<file path="src/rtl/regfile_pkg.sv">
// Shared register-file constants and the write-back requester encoding used by
// the arbiter and its scoreboard.
package regfile_pkg;

    localparam int REG_ADDR_W = 5;
    localparam int NUM_REGS   = 32;

    typedef enum logic {
        REQ_A = 1'b0,
        REQ_B = 1'b1
    } req_sel_t;

    typedef logic [REG_ADDR_W-1:0] reg_addr_t;

    // After a transfer the priority pointer moves to the requester that lost.
    function automatic req_sel_t other_req(input req_sel_t sel);
        return (sel == REQ_A) ? REQ_B : REQ_A;
    endfunction

endpackage

</file>
<file path="src/rtl/regfile_scoreboard.sv">
// Per-register pending-write tracker: issue sets a bit, the register-file write
// clears it, and the two source lookups report whether a write is outstanding.
module regfile_scoreboard
    import regfile_pkg::*;
(
    input  logic      clk,
    input  logic      rst,
    input  logic      iss_valid,
    input  reg_addr_t iss_rd,
    input  logic      wr_valid,
    input  reg_addr_t wr_rd,
    input  reg_addr_t rs1,
    input  reg_addr_t rs2,
    output logic      rs1_busy,
    output logic      rs2_busy
);

    logic [NUM_REGS-1:0] pending;
    logic [NUM_REGS-1:0] pending_next;

    // Clear is applied before set so an issue on the write edge keeps the bit.
    always_comb begin
        pending_next = pending;
        if (wr_valid) begin
            pending_next[wr_rd] = 1'b0;
        end
        if (iss_valid && (iss_rd != '0)) begin
            pending_next[iss_rd] = 1'b1;
        end
        pending_next[0] = 1'b0;
    end

    always_ff @(posedge clk or posedge rst) begin
        if (rst) begin
            pending <= '0;
        end else begin
            pending <= pending_next;
        end
    end

    assign rs1_busy = pending[rs1];
    assign rs2_busy = pending[rs2];

endmodule

</file>
<file path="src/rtl/regfile_wb_arbiter.sv">
// Two-requester register-file write-back arbiter with a registered write port
// and a pending-write scoreboard for source-operand hazard lookup.
module regfile_wb_arbiter
    import regfile_pkg::*;
#(
    parameter int N = 32
) (
    input  logic                  clk,
    input  logic                  rst,
    input  logic                  a_valid,
    input  logic [REG_ADDR_W-1:0] a_rd,
    input  logic [N-1:0]          a_data,
    output logic                  a_ready,
    input  logic                  b_valid,
    input  logic [REG_ADDR_W-1:0] b_rd,
    input  logic [N-1:0]          b_data,
    output logic                  b_ready,
    output logic                  wb_enable,
    output logic [REG_ADDR_W-1:0] wb_rd,
    output logic [N-1:0]          wb_data,
    input  logic                  iss_valid,
    input  logic [REG_ADDR_W-1:0] iss_rd,
    input  logic [REG_ADDR_W-1:0] rs1,
    input  logic [REG_ADDR_W-1:0] rs2,
    output logic                  rs1_busy,
    output logic                  rs2_busy
);

    // Handshake: a write moves on a rising edge where valid and ready are both
    // high; the requester holds valid/rd/data until then. Ready is a pure
    // function of this cycle's valids and the pointer, never high without valid.
    req_sel_t                prio_ptr;
    logic                    a_grant;
    logic                    b_grant;
    logic                    xfer;
    req_sel_t                winner;
    logic [REG_ADDR_W-1:0]   sel_rd;
    logic [N-1:0]            sel_data;

    always_comb begin
        a_grant = 1'b0;
        b_grant = 1'b0;
        if (!rst) begin
            if (a_valid && (!b_valid || (prio_ptr == REQ_A))) begin
                a_grant = 1'b1;
            end else if (b_valid) begin
                b_grant = 1'b1;
            end
        end
    end

    assign a_ready  = a_grant;
    assign b_ready  = b_grant;
    assign xfer     = a_grant | b_grant;
    assign winner   = b_grant ? REQ_B : REQ_A;
    assign sel_rd   = (winner == REQ_B) ? b_rd : a_rd;
    assign sel_data = (winner == REQ_B) ? b_data : a_data;

    always_ff @(posedge clk or posedge rst) begin
        if (rst) begin
            prio_ptr <= REQ_A;
        end else if (xfer) begin
            prio_ptr <= other_req(winner);
        end
    end

    // Writes to x0 still complete the handshake but never strobe the regfile.
    always_ff @(posedge clk or posedge rst) begin
        if (rst) begin
            wb_enable <= 1'b0;
            wb_rd     <= '0;
            wb_data   <= '0;
        end else begin
            wb_enable <= xfer && (sel_rd != '0);
            if (xfer) begin
                wb_rd   <= sel_rd;
                wb_data <= sel_data;
            end
        end
    end

    regfile_scoreboard u_scoreboard (
        .clk       (clk),
        .rst       (rst),
        .iss_valid (iss_valid),
        .iss_rd    (iss_rd),
        .wr_valid  (wb_enable),
        .wr_rd     (wb_rd),
        .rs1       (rs1),
        .rs2       (rs2),
        .rs1_busy  (rs1_busy),
        .rs2_busy  (rs2_busy)
    );

endmodule

</file>
<file path="config.mk">
export PLATFORM = sky130hd
export DESIGN_NAME = regfile_wb_arbiter
export DESIGN_NICKNAME = d
export VERILOG_FILES = /design/src/rtl/regfile_pkg.sv /design/src/rtl/regfile_scoreboard.sv /design/src/rtl/regfile_wb_arbiter.sv
export SDC_FILE = /design/constraint.sdc
export NUM_CORES = 1
export LEC_CHECK = 0
export BUFFER_PORTS_ARGS = -buffer_cell sky130_fd_sc_hd__buf_2
export CORE_ASPECT_RATIO = 0.6
export CORE_UTILIZATION = 30
export CTS_BUF_LIST = sky130_fd_sc_hd__clkbuf_16
export CTS_CLUSTER_SIZE = 24
export DETAILED_ROUTE_END_ITERATION = 7
export PLACE_DENSITY_LB_ADDON = 0.05
export SYNTH_ARGS = -nofsm -noshare
export SYNTH_HDL_FRONTEND = slang
export SYNTH_SLANG_ARGS = --single-unit
export TNS_END_PERCENT = 5
</file>
<file path="constraint.sdc">
create_clock -name clk -period 3.15 [get_ports clk]
set_input_delay 0.315 -clock clk [delete_from_list [all_inputs] [get_ports clk]]
set_output_delay 0.315 -clock clk [all_outputs]
set_load 0.01 [all_outputs]
</file>
==> results_dict.tcl <==
set metrics [dict create \
    outcome "complete, no violations" \
    post-synth-top-count-cell "dfrtp_1" \
    synth_nets 432 \
    maxCapViolCount 0 \
    timing.fmax_ghz 0.463 \
    yosysTopAreaCell "dfrtp_1" \
    cp_data_required_time_ns 2.83 \
    grt_max_degree 71 \
    critical_path_arrival_ns 1.84 \
    finalSetupTns_ns 0 \
    areaGrowthSynthToFinish_pct 32.8 \
    vias_per_cell 5.25 \
    ys_ff_latch 70 \
    die_area_sq_mm 0.0121 \
    fillCellCount 1140 \
    core_area_sq_mm 0.0113 \
    hold_class "primary input to register" \
    fin_crit_ns 2.16 \
    worstSetupPathType "register to output pin" \
    start_kind "register" \
    drt_iter0_drc 323 \
    fp.dieW_um 141 \
    cts_setup_buffers 0 \
    drt-wirelength-per-cell_um 17.5 \
    synth_cells 338 \
    worst_pin_slew_ns 0.880 \
    dp_hpwl_mm 8.19 \
    nNetsFinal 562 \
    final_area_sq_mm 0.00463 \
    drt_first_pass_iters 8 \
    io-pin-count 136 \
    antenna_found_initial 2 \
    path_max_fanout 15 \
    yosys.area.top_type_share_pct 50.2 \
    seq_area_sq_mm 0.00175 \
    dpl_cell_area_sq_mm 0.00433 \
    drv_slew 0 \
    cts.clk_slew.worst_paths_ns 0.05 \
    grt_pass1_vias 3134 \
    initial_core_util_pct 30.9 \
    critPathMaxStageDelay_ns 0.59 \
    drcViolationCount 0 \
    fp.dieH_um 85.5 \
    portBuffers 135 \
    clk-insertion-delay-late_ns 0.33 \
    slew_headroom_pct 41.4 \
    multi_input_area_sq_mm 0.00152 \
    grt_remaining_overflow 0 \
    rows 30 \
    path_cells "inv_1, a211oi_4, buf_4, buf_2" \
    hold_violations 0 \
    via_count 3322 \
    drive_above_1_share_pct 35.1 \
    synth_edf_count 0 \
    min_period_over_period_pct 68.5 \
    rsz0062_at_grt "no" \
    h-tree-depth 3 \
    clock-sinks 70 \
    cp-end-kind "output pin" \
    yosys_most_used_dff "dfrtp_1" \
    cpMaxStageDelayCell "a211oi_4" \
    netlist_area_sq_mm 0.00349 \
    numCtsBuffers 9 \
    synth_area_leaders "dfrtp_1, o21ai_0, a222oi_1" \
    gp_congestion 0.863 \
    antenna_cells 0 \
    yosys.cell_types.count 29 \
    syn-mean-instance-area_sq_um 10.3 \
    cts_tree "done" \
    cts_buffer_depth 2 \
    peakVddDrop_mv 0.277 \
    yosysWarnings 0 \
    ys_seq_area_share_pct 50.2 \
    grt_pass1_wl_mm 17.4 \
    grt_use_total_pct 19.1 \
    setup_viol 0 \
    p_leak_nw 2.22 \
    async_flop_share_pct 100 \
    ant_nets 0 \
    cts_resized 0 \
    cts_root_buffer "clkbuf_16" \
    ys_top_cells_by_count "dfrtp_1, o21ai_0, inv_1" \
    finalClockSkew_ns 0.00725 \
    hold_buffers 0 \
    power_density_mw_per_mm2 667 \
    routed_wl_mm 11.1 \
]
## path summary, 6_finish.rpt
path                       cells after the start  startpoint  slack, ns                  endpoint
min in group asynchronous                      3         rst       0.32  u_scoreboard.pending[13]
min reg2reg                                    2  wb_data[4]       0.48                wb_data[4]
max                                            4    prio_ptr       0.99                   b_ready
min                                            3  a_data[30]       0.20               wb_data[30]
max in group asynchronous                      3         rst       2.25  u_scoreboard.pending[25]
max reg2reg                                    6    prio_ptr       1.31               wb_data[11]
## sequential cells by signal, indices dropped and copies added, names as in the netlist
name / cells
prio_ptr: 1
u_scoreboard.pending: 31
wb_data: 32
wb_enable: 1
wb_rd: 5
## worst max-delay path, delay by kind of cell, from the launching register on
| family | cells | cell delay [ns] |
|---|---|---|
| DFF | 1 | 0.32 |
| AOI/OAI and AO/OA | 1 | 0.59 |
| buffers and inverters | 3 | 0.60 |
## logic make-up (layout without fill, tap and decap cells)
kind of cell / count (synthesis) / after routing / share of synthesized area, %
and+or+nand+nor: 61 / 61 / 9.69
AOI/OAI and AO/OA: 120 / 120 / 23.1
DFF: 70 / 70 / 50.2
buffers and inverters: 58 / 193 / 6.46
muxes: 29 / 29 / 10.5
## power by group
group | switching, W | internal (W)
combinational | 0.000372 | 0.000343
clock | 0.000369 | 0.000681
sequential | 0.000196 | 0.00113
## layer usage
layer | GRT usage [%] | vias up | share of wire [%]
met5 | 0 | - | 0.090
met4 | 4.15 | 2 | 0.73
met3 | 5.70 | 9 | 7.3
met2 | 26.7 | 126 | 41
met1 | 28.8 | 1648 | 51
li1 | - | 1537 | -
## layout make-up
cell class / instances / share of cell area, %
Sequential cell: 70 / 37.8
Multi-Input combinational cell: 210 / 32.8
Timing Repair Buffer: 140 / 15.4
Clock buffer: 9 / 4.86
Tap cell: 160 / 4.32
Inverter: 37 / 3.00
Clock inverter: 7 / 1.76
## cells in the final DEF (no fill, tap or decap), types with 9 or more instances in the layout
cell       synthesis  final
a222oi_1          32     32
buf_2              6    135
clkbuf_16          0      9
dfrtp_1           70     70
inv_1             37     38
mux2i_1           23     23
nand2_1           11     11
nand3_1           12     12
nand3b_1          10     10
nor2_1            10     10
o21ai_0           67     67
## stage by stage
stage | setup WS, ns | power [W] | hold WS [ns] | utilization [%] | instances
floorplan | 0.0951 | 0.00173 | 0.440 | - | 338
detailed placement | 1.24 | 0.00205 | 0.470 | 38.3 | 617
CTS | 0.984 | 0.00311 | 0.188 | 41.0 | 633
global route | 0.867 | 0.00328 | 0.208 | 41.0 | 633
global placement | 1.23 | 0.00205 | 0.465 | 38.3 | 617
finish | 0.992 | 0.00309 | 0.197 | 41.0 | 633
(Power assumes the default switching activity.)
